$ cat config.mk
export PLATFORM = sky130hd
export DESIGN_NAME = mem_ctrl_flat
export DESIGN_NICKNAME = d
export VERILOG_FILES = /design/src/rtl/mem_ctrl_pkg.sv /design/src/rtl/mem_ctrl_if.sv /design/src/rtl/mem_ctrl_rr_arbiter.sv /design/src/rtl/mem_ctrl.sv /design/src/flat_wrapper.sv
export SDC_FILE = /design/constraint.sdc
export NUM_CORES = 1
export LEC_CHECK = 0
export CELL_PAD_IN_SITES_DETAIL_PLACEMENT = 1
export CELL_PAD_IN_SITES_GLOBAL_PLACEMENT = 1
export CORE_AREA = 5 5 178 111
export CTS_CLUSTER_SIZE = 20
export DETAILED_ROUTE_END_ITERATION = 12
export DIE_AREA = 0 0 183 116
export DONT_BUFFER_PORTS = 1
export PLACE_DENSITY = 0.84
export SETUP_SLACK_MARGIN = 0.05
export SYNTH_ARGS = -nofsm -noshare
export SYNTH_HDL_FRONTEND = slang
export SYNTH_SLANG_ARGS = --single-unit
$ cat constraint.sdc
create_clock -name clk -period 12.5 [get_ports clk]
set_clock_uncertainty 0.1 [all_clocks]
set_input_delay 1.25 -clock clk [delete_from_list [all_inputs] [get_ports clk]]
set_output_delay 1.25 -clock clk [all_outputs]
set_load 0.1 [all_outputs]
$ cat src/rtl/mem_ctrl_pkg.sv
// Shared types and defaults for the memory controller slice.
// Contents: system sizes (NUM_CPUS, XLEN, CACHELINE_SIZE), READ_LAT / WBQ_DEPTH
// defaults, MEM_READ_LAT_MAX, crossbar/bus message structs, WBQ entry type,
// and a helper that classifies bus transactions that need a memory read.
package mem_ctrl_pkg;

  localparam int NUM_CPUS          = 4;
  localparam int CPU_W             = $clog2(NUM_CPUS);
  localparam int XLEN              = 4;
  localparam int CACHELINE_SIZE    = 8;
  localparam int MEM_READ_LAT_DEF  = 2;
  localparam int MEM_WBQ_DEPTH_DEF = 4;
  localparam int MEM_READ_LAT_MAX  = 8;

  typedef enum logic [2:0] {
    BusNone,
    BusGetS,
    BusGetM,
    BusUpgr,
    BusWb
  } bus_tx_t;

  typedef struct packed {
    logic                      valid;
    logic                      writeback;
    logic [CPU_W-1:0]          source;
    logic [CPU_W-1:0]          destination;
    logic [XLEN-1:0]           addr;
    logic [CACHELINE_SIZE-1:0] data;
  } xbar_msg_t;

  typedef struct packed {
    logic             valid;
    bus_tx_t          bus_tx;
    logic [CPU_W-1:0] source;
    logic [XLEN-1:0]  addr;
  } bus_msg_t;

  typedef struct packed {
    logic [XLEN-1:0]           addr;
    logic [CACHELINE_SIZE-1:0] data;
  } wbq_entry_t;

  function automatic logic is_read(bus_msg_t m);
    return m.valid && (m.bus_tx == BusGetS || m.bus_tx == BusGetM);
  endfunction

endpackage

$ cat src/rtl/mem_ctrl_if.sv
// Handshake/bus bundle between the requesters/bus and the memory controller.
// Signals: xbar_in (per-CPU writeback requests), wb_ack (one-hot accept),
// bus_msg (snooped bus transaction), xbar_out (read response), mem_busy.
// Modports: master = requester/bus side, slave = mem_ctrl.
interface mem_ctrl_if;
  import mem_ctrl_pkg::*;

  xbar_msg_t [NUM_CPUS-1:0] xbar_in;
  logic      [NUM_CPUS-1:0] wb_ack;
  bus_msg_t                 bus_msg;
  xbar_msg_t                xbar_out;
  logic                     mem_busy;

  modport master (
    output xbar_in,
    output bus_msg,
    input  wb_ack,
    input  xbar_out,
    input  mem_busy
  );

  modport slave (
    input  xbar_in,
    input  bus_msg,
    output wb_ack,
    output xbar_out,
    output mem_busy
  );
endinterface

$ cat src/rtl/mem_ctrl_rr_arbiter.sv
// Round-robin arbiter for writeback requests.
// Ports: clk, rst (sync, active-high), en_i (grant permitted this cycle),
// req_i (request vector), gnt_o (combinational one-hot grant).
// Priority starts at the index after the last grant; pointer only moves on a grant.
module rr_arbiter #(
  parameter int N = 4
) (
  input  logic         clk,
  input  logic         rst,
  input  logic         en_i,
  input  logic [N-1:0] req_i,
  output logic [N-1:0] gnt_o
);

  localparam int PW = (N > 1) ? $clog2(N) : 1;

  logic [PW-1:0] ptr_q, ptr_d;
  logic [PW-1:0] idx;
  logic          found;

  always_comb begin
    gnt_o = '0;
    ptr_d = ptr_q;
    idx   = '0;
    found = 1'b0;
    for (int k = 0; k < N; k++) begin
      idx = PW'((int'(ptr_q) + k) % N);
      if (!found && en_i && req_i[idx]) begin
        found      = 1'b1;
        gnt_o[idx] = 1'b1;
        ptr_d      = PW'((int'(idx) + 1) % N);
      end
    end
  end

  always_ff @(posedge clk) begin
    if (rst) ptr_q <= '0;
    else     ptr_q <= ptr_d;
  end

endmodule

$ cat src/rtl/mem_ctrl.sv
// Memory controller: line storage, writeback queue (WBQ) and fixed-latency
// read pipeline.
// Ports: clk, rst (sync, active-high), mif (mem_ctrl_if.slave: xbar_in,
// wb_ack, bus_msg, xbar_out, mem_busy).
// Parameters: READ_LAT (1..MEM_READ_LAT_MAX), WBQ_DEPTH (power of 2, >= 2).
// Build option MEM_WB_FWD_EN: when defined, reads forward from the WBQ and the
// same-cycle writeback and mem_busy means WBQ full; otherwise reads use storage
// only and mem_busy covers any queued or just-granted writeback.
module mem_ctrl
  import mem_ctrl_pkg::*;
#(
  parameter int READ_LAT  = MEM_READ_LAT_DEF,
  parameter int WBQ_DEPTH = MEM_WBQ_DEPTH_DEF
) (
  input  logic       clk,
  input  logic       rst,
  mem_ctrl_if.slave  mif
);

  localparam int LINES = 2 ** XLEN;
  localparam int QW    = $clog2(WBQ_DEPTH);
  localparam int CW    = QW + 1;

  logic [CACHELINE_SIZE-1:0] mem_q [LINES];
  wbq_entry_t                wbq_q [WBQ_DEPTH];
  logic [QW-1:0]             wr_ptr_q, rd_ptr_q;
  logic [CW-1:0]             cnt_q;
  xbar_msg_t                 pipe_q [READ_LAT];

  logic [NUM_CPUS-1:0]       req, gnt;
  logic                      wbq_full, wbq_empty, grant_vld, arb_en;
  wbq_entry_t                grant_entry;
  logic [CACHELINE_SIZE-1:0] rd_data;
  xbar_msg_t                 rsp_d;
  logic                      unused_bits;

  assign wbq_empty = (cnt_q == '0);
  assign wbq_full  = (cnt_q == CW'(WBQ_DEPTH));
  // Fullness is judged on the registered count so a same-cycle drain cannot open a slot.
  assign arb_en    = !wbq_full && !rst;

  always_comb begin
    req         = '0;
    unused_bits = 1'b0;
    for (int i = 0; i < NUM_CPUS; i++) begin
      req[i]      = mif.xbar_in[i].valid && mif.xbar_in[i].writeback;
      unused_bits = unused_bits ^ (^{mif.xbar_in[i].source, mif.xbar_in[i].destination});
    end
  end

  rr_arbiter #(.N(NUM_CPUS)) u_arb (
    .clk   (clk),
    .rst   (rst),
    .en_i  (arb_en),
    .req_i (req),
    .gnt_o (gnt)
  );

  assign mif.wb_ack = gnt;

  always_comb begin
    grant_vld   = |gnt;
    grant_entry = '0;
    for (int i = 0; i < NUM_CPUS; i++) begin
      if (gnt[i]) begin
        grant_entry.addr = mif.xbar_in[i].addr;
        grant_entry.data = mif.xbar_in[i].data;
      end
    end
  end

`ifdef MEM_WB_FWD_EN
  logic [QW-1:0] fwd_idx;

  // Later overrides win: storage < same-cycle grant < WBQ entries, oldest to youngest.
  always_comb begin
    rd_data = mem_q[mif.bus_msg.addr];
    fwd_idx = '0;
    if (grant_vld && grant_entry.addr == mif.bus_msg.addr) rd_data = grant_entry.data;
    for (int k = 0; k < WBQ_DEPTH; k++) begin
      fwd_idx = QW'((int'(rd_ptr_q) + k) % WBQ_DEPTH);
      if (CW'(k) < cnt_q && wbq_q[fwd_idx].addr == mif.bus_msg.addr)
        rd_data = wbq_q[fwd_idx].data;
    end
  end

  assign mif.mem_busy = wbq_full;
`else
  assign rd_data      = mem_q[mif.bus_msg.addr];
  assign mif.mem_busy = !wbq_empty || grant_vld;
`endif

  always_comb begin
    rsp_d = '0;
    if (is_read(mif.bus_msg)) begin
      rsp_d.valid       = 1'b1;
      rsp_d.addr        = mif.bus_msg.addr;
      rsp_d.destination = mif.bus_msg.source;
      rsp_d.data        = rd_data;
    end
  end

  always_ff @(posedge clk) begin
    if (!rst && grant_vld) wbq_q[wr_ptr_q] <= grant_entry;
  end

  always_ff @(posedge clk) begin
    if (rst) begin
      for (int i = 0; i < LINES; i++) mem_q[i] <= CACHELINE_SIZE'(i);
      wr_ptr_q <= '0;
      rd_ptr_q <= '0;
      cnt_q    <= '0;
      for (int s = 0; s < READ_LAT; s++) pipe_q[s] <= '0;
    end else begin
      if (!wbq_empty) begin
        mem_q[wbq_q[rd_ptr_q].addr] <= wbq_q[rd_ptr_q].data;
        rd_ptr_q <= rd_ptr_q + 1'b1;
      end
      if (grant_vld) wr_ptr_q <= wr_ptr_q + 1'b1;
      case ({grant_vld, !wbq_empty})
        2'b10:   cnt_q <= cnt_q + 1'b1;
        2'b01:   cnt_q <= cnt_q - 1'b1;
        default: ;
      endcase
      pipe_q[0] <= rsp_d;
      for (int s = 1; s < READ_LAT; s++) pipe_q[s] <= pipe_q[s-1];
    end
  end

  assign mif.xbar_out = pipe_q[READ_LAT-1];

endmodule

$ cat src/flat_wrapper.sv
// flat-port wrapper written by rule: the top's interface ports become plain ports
module mem_ctrl_flat import mem_ctrl_pkg::*;
#(
  parameter int READ_LAT  = MEM_READ_LAT_DEF,
  parameter int WBQ_DEPTH = MEM_WBQ_DEPTH_DEF
)
  (clk, rst, mif_xbar_in, mif_bus_msg, mif_wb_ack, mif_xbar_out, mif_mem_busy);
  mem_ctrl_if mif_i ();
  input  logic clk;
  input  logic rst;
  input wire logic [$bits(mif_i.xbar_in)-1:0] mif_xbar_in;
  input wire logic [$bits(mif_i.bus_msg)-1:0] mif_bus_msg;
  output wire logic [$bits(mif_i.wb_ack)-1:0] mif_wb_ack;
  output wire logic [$bits(mif_i.xbar_out)-1:0] mif_xbar_out;
  output wire logic [$bits(mif_i.mem_busy)-1:0] mif_mem_busy;
  assign mif_i.xbar_in = mif_xbar_in;
  assign mif_i.bus_msg = mif_bus_msg;
  assign mif_wb_ack = mif_i.wb_ack;
  assign mif_xbar_out = mif_i.xbar_out;
  assign mif_mem_busy = mif_i.mem_busy;
  mem_ctrl #(.READ_LAT(READ_LAT), .WBQ_DEPTH(WBQ_DEPTH)) u_core (.clk(clk), .rst(rst), .mif(mif_i));
endmodule
==> Word-level counts from Yosys, hierarchy flattened <==
Memories as Yosys holds them, arrays and structs flattened. A register that Yosys moved wholly into a read port is not among the register bits.
Cells that the tools add are included.
{ "word_totals": {"ff_bits": 9, "ramBits": 212, "mem_count": 3} }
{ "classes": {"n_addsub": 10, "magnitude_cmp": 8, "eq_ne": 5, "mux": 49, "bitwise_logic": 5, "n_reduce_logical": 31} }
{ "memory_table": {"columns": ["memory", "words", "width", "read_ports", "rd_clocked_by_memory_dff", "write_ports", "line", "source"], "rows": [
  ["u_core.mem_q", 16, 8, 1, 0, 16, "mem_ctrl.sv:24", "logic [CACHELINE_SIZE-1:0] mem_q [LINES];"],
  ["u_core.wbq_q", 4, 12, 1, 1, 1, "mem_ctrl.sv:25", "wbq_entry_t wbq_q [WBQ_DEPTH];"],
  ["u_core.pipe_q", 2, 18, 2, 0, 2, "mem_ctrl.sv:28", "xbar_msg_t pipe_q [READ_LAT];"]
]} }
{ "ops": {"columns": ["op", "n"], "rows": [
  ["$mux 12", 4],
  ["$mux 18", 2],
  ["$mux 1", 21],
  ["$mux 4", 5],
  ["$logic_and 1x1->1", 18],
  ["$mux 14", 1],
  ["$add 2x1->2 const B", 6],
  ["$lt 2x3->1 const B", 4],
  ["$mux 2", 6],
  ["$or 4x4->4", 3],
  ["$bmux 1 s2", 4],
  ["$demux 1 s2", 4],
  ["$ge 2x1->1 const B", 4],
  ["$mux 8", 1],
  ["$reduce_or 8->1", 1],
  ["$logic_not 1->1", 6],
  ["$pmux 3 s2", 1],
  ["$add 2x2->2 const B", 2],
  ["$reduce_bool 4->1", 1],
  ["$reduce_or 4->1", 1],
  ["$add 3x1->3 const B", 1],
  ["$eq 3x1->1 const B", 1],
  ["$eq 3x2->1 const B", 1],
  ["$eq 3x3->1 const B", 1],
  ["other kinds (7)", 9]
]} }

==> Depth between registers and ports, before layout <==
Gate-level depths: netlist of the first run.
{ "logic_depth": {"word_depth": 21, "depth_mapped": 18} }

==> Hierarchy <==
Synthesis of the first run repeated with hierarchy kept, for this count alone.
{ "unflattened": {"cells_unflattened": 709, "hier_area_um2": 9738.1} }
{ "by_module_without_submodules": {"columns": ["module", "n_inst", "cells_per_inst", "area_per_inst_um2", "seq_area_each_um2"], "rows": [
  ["mem_ctrl", 1, 656, 9270.1, 6065.8],
  ["rr_arbiter", 1, 53, 467.9, 40.0]
]} }

==> Worst setup path after synthesis of the first run <==
OpenSTA, ideal clock, no wires.
{ "synth_path": {"path_kind": "input-to-output", "start": "input mif_xbar_in[53]", "end": "output mif_mem_busy", "t_arrival_ps": 4200, "required_time_ps": 11150, "setup_slack_ps": 6950, "stages": 9, "n_path_buf": 0, "cell_sequence": "and3b_1 > a2111oi_0 > a32oi_1 > o311ai_1 > or2_1 > or4_4 > inv_2 > ha_1 > inv_1"} }
{ "synth_via": {"elab_chain_len": 19, "elab_cells_between_ends": 31, "classes_between": "mux: 15; bitwise: 3; reduce/logical: 13"} }
{ "synth_rtl": {"columns": ["element", "line", "source"], "rows": [
  ["start, declared", "flat_wrapper.sv:11", "input wire logic [$bits(mif_i.xbar_in)-1:0] mif_xbar_in;"],
  ["$logic_and 1x1->1 *", "mem_ctrl.sv:46", "req[i] = mif.xbar_in[i].valid && mif.xbar_in[i].writeback;"],
  ["$bmux 1 s2", "mem_ctrl_rr_arbiter.sv:28", "if (!found && en_i && req_i[idx]) begin"],
  ["$mux 1 (not written as such)", "mem_ctrl_rr_arbiter.sv:28", null],
  ["$logic_and 1x1->1", "mem_ctrl_rr_arbiter.sv:28", null],
  ["$mux 1", "mem_ctrl_rr_arbiter.sv:28", null],
  ["$logic_not 1->1", "mem_ctrl_rr_arbiter.sv:28", null],
  ["$logic_and 1x1->1 (2 in series)", "mem_ctrl_rr_arbiter.sv:28", null],
  ["$mux 1", "mem_ctrl_rr_arbiter.sv:28", null],
  ["$logic_not 1->1", "mem_ctrl_rr_arbiter.sv:28", null],
  ["$logic_and 1x1->1 (2 in series)", "mem_ctrl_rr_arbiter.sv:28", null],
  ["$mux 1", "mem_ctrl_rr_arbiter.sv:28", null],
  ["$logic_not 1->1", "mem_ctrl_rr_arbiter.sv:28", null],
  ["$logic_and 1x1->1 (2 in series)", "mem_ctrl_rr_arbiter.sv:28", null],
  ["$mux 4 *", "mem_ctrl_rr_arbiter.sv:28", null],
  ["net mif_wb_ack[2]", "flat_wrapper.sv:13", "output wire logic [$bits(mif_i.wb_ack)-1:0] mif_wb_ack;"],
  ["$reduce_or 4->1 *", "mem_ctrl.sv:62", "grant_vld = |gnt;"],
  ["$logic_or 1x1->1 *", "mem_ctrl.sv:90", "assign mif.mem_busy = !wbq_empty || grant_vld;"],
  ["end, declared", "flat_wrapper.sv:15", "output wire logic [$bits(mif_i.mem_busy)-1:0] mif_mem_busy;"]
]} }
Mark *: on every way through the listed nets, which the timed path passes. The rest lies on a longest branch. The select of a mux whose other input is x is not followed.

==> Worst setup path after layout of the first run <==
{ "layout_path": {"start": "register u_core.u_arb.ptr_q[0]", "end": "output mif_mem_busy"} }
{ "layout_via": {"elab_chain_len": 18, "elab_cells_between_ends": 53, "classes_between": "add/sub: 3; order compare: 8; mux: 23; bitwise: 3; reduce/logical: 16"} }
{ "layout_rtl": {"columns": ["element", "line", "source"], "rows": [
  ["start, declared", "mem_ctrl_rr_arbiter.sv:17", "logic [PW-1:0] ptr_q, ptr_d;"],
  ["start signal, assigned", "mem_ctrl_rr_arbiter.sv:38", "else ptr_q <= ptr_d;"],
  ["branches (longest 15 deep; another with $lt 2x3->1)", null, null],
  ["$mux 4 *", "mem_ctrl_rr_arbiter.sv:28", null],
  ["net mif_wb_ack[2]", "flat_wrapper.sv:13", null],
  ["$reduce_or 4->1 *", "mem_ctrl.sv:62", null],
  ["$logic_or 1x1->1 *", "mem_ctrl.sv:90", null]
]} }
Mark *: on every way through the listed nets, which the timed path passes. The select of a mux whose other input is x is not followed.

==> results of run 1 <==
sequential cells by signal, summed over array words and instances, names as in the netlist, named ones only:
signal,flops
u_core.mem_q,128
u_core.wbq_q,48
u_core.pipe_q,30
u_core.cnt_q,3
u_core.rd_ptr_q,2
u_core.u_arb.ptr_q,2
u_core.wr_ptr_q,2
how the worst max path moves through the flow:
stage / slack, ns / to / cells after the start / start
after global routing: 5.46 / mif_mem_busy / 12 / u_core.u_arb.ptr_q[0]
final: 5.76 / mif_mem_busy / 12 / u_core.u_arb.ptr_q[0]
after CTS: 5.80 / mif_mem_busy / 12 / u_core.u_arb.ptr_q[0]
after detailed placement: 6.34 / mif_mem_busy / 12 / u_core.u_arb.ptr_q[0]
after floorplan: 6.95 / mif_mem_busy / 9 / mif_xbar_in[53]
after global placement: 6.48 / mif_mem_busy / 9 / rst
power by group through the flow:
stage / clock network (mW) / logic (mW) / registers, mW
after global routing: 0.768 / 0.825 / 1.01
after floorplan: 0 / 0.572 / 0.966
after detailed placement: 0 / 0.764 / 1.01
after global placement: 0 / 0.709 / 1.00
final: 0.722 / 0.776 / 0.998
after CTS: 0.730 / 0.769 / 0.999
worst register-to-register path, cell delays in order (launching register included):
cell and delay [ns]:
dfxtp_1 0.69, inv_2 0.21, ha_1 0.51, nand3b_1 0.16
a21oi_1 0.07, a32oi_1 0.42, nor2_2 0.15, a221oi_4 0.79
inv_2 0.48, or4_4 0.67, inv_2 0.13, ha_1 0.20
inv_1 0.06, fa_1 0.37, xor2_1 0.17, or3_1 0.34
a21oi_1 0.17
area by class of cell:
| cell class | instances | area, um2 |
|---|---|---|
| Fill cell | 1707 | 7060 |
| Sequential cell | 217 | 6110 |
| Multi-Input combinational cell | 451 | 3440 |
| Clock buffer | 26 | 584 |
| Tap cell | 240 | 300 |
| Clock inverter | 11 | 201 |
| Timing Repair Buffer | 11 | 82.6 |
| Inverter | 14 | 52.6 |
metrics by stage:
step                      std cells  setup WS, ns
final                           970          5.76
after detailed placement        933          6.34
after global routing            970          5.46
after global placement          933          6.48
after CTS                       970          5.80
after floorplan                 744          6.95
synth_stat cells (2+ instances only):
master    number  area (um2)
mux4_2        48        1080
o31ai_1        2        15.0
nor2_1       110         413
o21a_1         2        15.0
buf_2          3        15.0
nand2_1       55         206
clkbuf_1      35         131
a32oi_1        2        17.5
buf_1          5        18.8
o21ai_1        8        40.0
xnor2_1        3        26.3
and3_1         4        25.0
nor3_1         3        15.0
mux2i_1       23         230
a31oi_1       13        81.3
a21oi_1        8        40.0
and2_1        26         163
edfxtp_1     176        5290
nor4_1         4        25.0
nand2b_1      14        87.6
or2_2          3        18.8
or3_1          3        18.8
nand3_1       39         195
inv_2          4        15.0
inv_1         10        37.5
buf_4         19         143
dfxtp_1       41         821
mux2_2         8        90.1
ha_1          13         163
nor2b_1       18         113
xor2_1         3        26.3
o21bai_1      12        90.1
layer usage:
metal,up-vias,wire length (um),GRT usage (%),part of all wire (%)
met5,-,0,0,0
met4,0,315,3.82,1.3
met3,26,1860,4.55,7.4
met2,220,12200,40.2,49
met1,3133,10700,33.9,43
li1,2657,-,-,-
logic make-up after synthesis:
kind of cell	count (synthesis)	share of synthesized area, %
AND/OR/NAND/NOR	289	13.8
XOR/XNOR	6	0.531
flip-flops	217	61.7
AO/OA/AOI/OAI	60	4.30
other	1	0.0379
adder cells (fa/ha/maj)	14	1.85
buffers and inverters	76	3.64
multiplexers	79	14.2
==> flow_summary_export.csv, run 1 <==
group,metric,value,unit
pwr,power_leakage,3.73,nW
pwr,switchingPower,883,uW
floorplan,io_pins,107,
placement,io_buffers,0,
detailed_routing,drc,0,
synth,postSynthAreaPerCell,13.3,um2
cts,clk_pin_slew,0.07,ns
run_status,status,"finished, final reports clean",
setup_path,critPathLaunchType,"flip-flop",
grt,grtUsageTotal,24.0,%
min_path,holdPathEnd,"u_core.pipe_q[0][27]",
detailed_routing,drt_pass1_iterations,8,
layout,utilization,60.4,%
timing,max-slew-margin-rel,14.0,%
synth,ys_warn_count,0,
layout,nets,814,
synth,synth_ff_type,"edfxtp_1",
setup_path,r2r-end,"u_core.cnt_q[2]",
min_path,min_from,"u_core.pipe_q[0][9]",
cts,cts_tree,"built",
setup_path,slowest_stage,"or2_1",
layout,final_common_cell,"edfxtp_1",
cts,root_buffer,"clkbuf_16",
layout,diodes,0,
cts,cts.path.max_buffers,3,
setup_path,cpPeakStageDelay,0.80,ns
placement,dp_hpwl,17400,um
floorplan,start_util,55.5,%
setup_path,critPathRequiredTime,11.15,ns
timing,finalHoldViolCount,0,
setup_path,path_class,"flip-flop to output pin",
setup_path,critPathBufInv,4,
timing,min_period,6.74,ns
pwr,finalPower,2.50,mW
cts,clock-sinks,217,
setup_path,r2r_setup_slack,6.73,ns
timing,worst_pin_slew,1.28,ns
pwr,ir_drop,0.131,mV
synth,netlist_area,0.00989,mm2
cts,cts_resized,0,
layout,area_growth,8.84,%
detailed_routing,dr_total_vias,6036,
detailed_routing,routedWlPerCell,25.9,um
detailed_routing,viasPerCell,6.22,
layout,most-common-layout-cells,"edfxtp_1, nor2_1, nand2_1",
timing,maxSlewViolCount,0,
floorplan,core-area,0.0178,mm2
detailed_routing,drtIter0Drc,630,
pwr,pwr-share-seq,40.0,%
timing,fmax,0.148,GHz
synth,synthCells,742,
timing,finalCritPeriodShare,53.9,%
cts,cts_setup_buffers,0,
grt,grt_antenna_before_repair,0,
cts,clk_latency,0.50,ns
pwr,swShare,35.4,%
setup_path,r2r_cells,16,
synth,synth_edf_count,176,
cts,cts-buffers-inserted,21,
setup_path,worstPathMaxFanout,13,
floorplan,die_w,183,um
setup_path,endpoint_kind,"output pin",
pwr,internal_power,1.61,mW
cts,ctsHoldBuffers,0,
timing,finalSetupTns,0,ns
timing,hold_slack,0.338,ns
flow_run,max_cap_viol_count,0,
pwr,power_per_cell_area,232,mW/mm2
timing,setup_viol,0,
floorplan,die_area,0.0212,mm2
floorplan,placementRows,38,
grt,grt_pass1_wl,38400,um
detailed_routing,wirelength,25100,um
min_path,hp-class,"flip-flop to flip-flop",
synth,seq_area_frac_synth,61.7,%
synth,synth.distinct_cells,57,
layout,final_layout_size_suffix_gt1_share,15.5,%
min_path,min_delay_path_depth,1,
setup_path,path_cells,"inv_2, ha_1, a21oi_1, a2111oi_0, a32oi_1, o311ai_1, buf_4, or2_1, or4_4, inv_2, ha_1, inv_1",
cts,cts_max_level,1,
placement,placed_area,0.00998,mm2
pwr,comb_power_share,31.1,%
setup_path,crit_family,"compound AO/OA/AOI/OAI gates",
pwr,clockPowerShare,28.9,%
floorplan,die_h,116,um
setup_path,arrival,5.39,ns
synth,ys_ff_latch,217,
grt,grt_max_degree,49,
grt,grt_remaining_overflow,0,
synth,async_flop_share,0,%
grt,grt_pass1_vias,6418,
detailed_routing,antenna_left,0,
setup_path,r2r-start,"u_core.u_arb.ptr_q[0]",
placement,gp_congestion,0.822,
layout,fin_area,0.0108,mm2
timing,rsz0062_at_grt,"no",
(Power assumes the default switching activity.)
==> run 2: changes to the inputs <==
--- a/config.mk
+++ b/config.mk
@@ -7,12 +7,12 @@
 export LEC_CHECK = 0
 export CELL_PAD_IN_SITES_DETAIL_PLACEMENT = 1
 export CELL_PAD_IN_SITES_GLOBAL_PLACEMENT = 1
-export CORE_AREA = 5 5 178 111
+export CORE_AREA = 5 5 194 121
 export CTS_CLUSTER_SIZE = 20
 export DETAILED_ROUTE_END_ITERATION = 12
-export DIE_AREA = 0 0 183 116
+export DIE_AREA = 0 0 199 126
 export DONT_BUFFER_PORTS = 1
-export PLACE_DENSITY = 0.84
+export PLACE_DENSITY = 0.75
 export SETUP_SLACK_MARGIN = 0.05
 export SYNTH_ARGS = -nofsm -noshare
 export SYNTH_HDL_FRONTEND = slang
==> constraint.sdc (replaced) <==
create_clock -name clk -period 5.6 [get_ports clk]
set_clock_uncertainty 0.1 [all_clocks]
set_input_delay 0.56 -clock clk [delete_from_list [all_inputs] [get_ports clk]]
set_output_delay 0.56 -clock clk [all_outputs]
set_load 0.1 [all_outputs]
==> run 2 against run 1 <==
Wire length down 0.80%; utilization decreased by 10 points; combinational power increased by 130%; via count rose by 1.4%; first-iteration DRC count fell by 2.1%; highest routed layer unchanged.
==> flow_summary_export.csv, run 2 (same netlist as run 1, synthesis figures left out) <==
group,metric,value,unit
timing,rsz0062_at_grt,"no",
pwr,ir_drop,0.225,mV
grt,grtUsageTotal,20.0,%
placement,placed_area,0.0101,mm2
layout,diodes,0,
detailed_routing,wirelength,24900,um
timing,min_period,5.03,ns
floorplan,die_area,0.0251,mm2
grt,use_met3,5.31,%
timing,maxSlewViolCount,0,
layout,most-common-layout-cells,"edfxtp_1, nor2_1, nand2_1",
cts,root_buffer,"clkbuf_16",
cts,cts-buffers-inserted,22,
pwr,finalPower,5.49,mW
grt,gr-max-usage-layer,"met2",
layout,largest_reg_flops,128,
cts,cts.path.max_buffers,3,
layout,largest-register,"u_core.mem_q",
layout,utilization,50.3,%
layout,fin_area,0.0108,mm2
setup_path,endpoint_kind,"output pin",
timing,max-slew-margin-rel,31.9,%
grt,use_met1,28.5,%
min_path,min_from,"rst",
cts,cts_max_level,1,
setup_path,r2r_cells,16,
setup_path,critPathLaunchType,"flip-flop",
layout,multi_input_area,0.00344,mm2
cts,cts_tree,"built",
detailed_routing,antenna_left,0,
placement,dp_hpwl,17100,um
setup_path,arrival,4.37,ns
timing,finalHoldViolCount,0,
min_path,min_delay_path_depth,1,
min_path,holdPathEnd,"u_core.pipe_q[0][31]",
setup_path,slowest_stage,"dfxtp_1",
timing,hold_slack,0.0337,ns
flow_run,max_cap_viol_count,0,
cts,clk_latency,0.51,ns
timing,worst_pin_slew,1.02,ns
placement,gp_congestion,0.838,
floorplan,die_w,199,um
grt,grt_antenna_before_repair,1,
layout,largestRegisters,"u_core.mem_q: 128 flops, u_core.wbq_q: 48 flops, u_core.pipe_q: 30 flops",
layout,final_common_cell,"edfxtp_1",
timing,finalCritPeriodShare,89.7,%
cts,cts_resized,0,
setup_path,critPathBufInv,5,
detailed_routing,viasPerCell,5.97,
cts,ctsHoldBuffers,0,
layout,seqCellArea,0.00611,mm2
run_status,status,"finished, final reports clean",
pwr,power_leakage,3.74,nW
setup_path,crit_family,"compound AO/OA/AOI/OAI gates",
detailed_routing,drt_pass1_iterations,5,
setup_path,cpPeakStageDelay,0.64,ns
setup_path,path_class,"flip-flop to output pin",
setup_path,path_cells,"inv_2, ha_1, nand3b_1, a21oi_1, a32oi_1, o2bb2a_1, o21a_1, inv_1, or4_4, inv_2, ha_1, inv_1, buf_12",
timing,setup_viol,0,
floorplan,die_h,126,um
grt,grt_pass1_wl,38600,um
detailed_routing,dr_total_vias,6119,
cts,cts_setup_buffers,0,
grt,use_met2,31.4,%
floorplan,start_util,45.9,%
layout,area_growth,9.43,%
timing,fmax,0.199,GHz
detailed_routing,drc,0,
setup_path,critPathRequiredTime,4.94,ns
timing,finalSetupTns,0,ns
floorplan,placementRows,42,
floorplan,core-area,0.0215,mm2
grt,grt_remaining_overflow,0,
layout,final_layout_size_suffix_gt1_share,16.5,%
cts,clk_pin_slew,0.07,ns
detailed_routing,drtIter0Drc,617,
placement,io_buffers,0,
setup_path,r2r-start,"u_core.u_arb.ptr_q[0]",
layout,fillerInstances,2128,
floorplan,io_pins,107,
setup_path,r2r-end,"u_core.cnt_q[2]",
setup_path,worstPathMaxFanout,13,
grt,grt_pass1_vias,6420,
detailed_routing,routedWlPerCell,24.3,um
layout,nets,822,
min_path,hp-class,"input port to flip-flop",
setup_path,r2r_setup_slack,0.69,ns
pwr,power_per_cell_area,507,mW/mm2
grt,grt_max_degree,49,
cts,clock-sinks,217,
-- run 2: per-stage QoR --
step	setup slack (ns)	std cells
6_report	0.575	1025
5_1_grt	0.326	1025
3_5_place_dp	0.743	986
2_1_floorplan	0.910	744
3_3_place_gp	1.01	986
4_1_cts	0.617	1025
-- run 2: routing by layer --
layer,share of wire (%),wire length (um)
met5,0,0
met1,43,10600
met4,1.8,458
met3,8.6,2150
met2,47,11700
-- run 2: report_power, final --
| part | internal, mW | switching, mW | total (mW) |
|---|---|---|---|
| registers | 2.08 | 0.120 | 2.20 |
| logic | 0.556 | 1.26 | 1.82 |
| clock network | 0.863 | 0.609 | 1.47 |
| total | 3.50 | 1.99 | 5.49 |
-- run 2: worst max path at each step --
stage                                     start         endpoint  slack, ns  cells past startpoint
after floorplan           u_core.u_arb.ptr_q[0]     mif_mem_busy       0.91                     13
after global placement    u_core.u_arb.ptr_q[0]  u_core.cnt_q[2]       1.01                     17
after detailed placement  u_core.u_arb.ptr_q[0]  u_core.cnt_q[2]       0.74                     17
after CTS                 u_core.u_arb.ptr_q[0]     mif_mem_busy       0.62                     14
after global routing      u_core.u_arb.ptr_q[0]     mif_mem_busy       0.33                     13
final                     u_core.u_arb.ptr_q[0]     mif_mem_busy       0.57                     13
-- run 2: area by class of cell --
class                   count  share of cell area (%)
flip-flops and latches    217                    56.4
multi-input cells         451                    31.8
clock buffers              31                    6.07
well taps                 286                    3.30
repair buffers             18                    1.36
clock inverters             8                   0.601
inverters                  14                   0.485
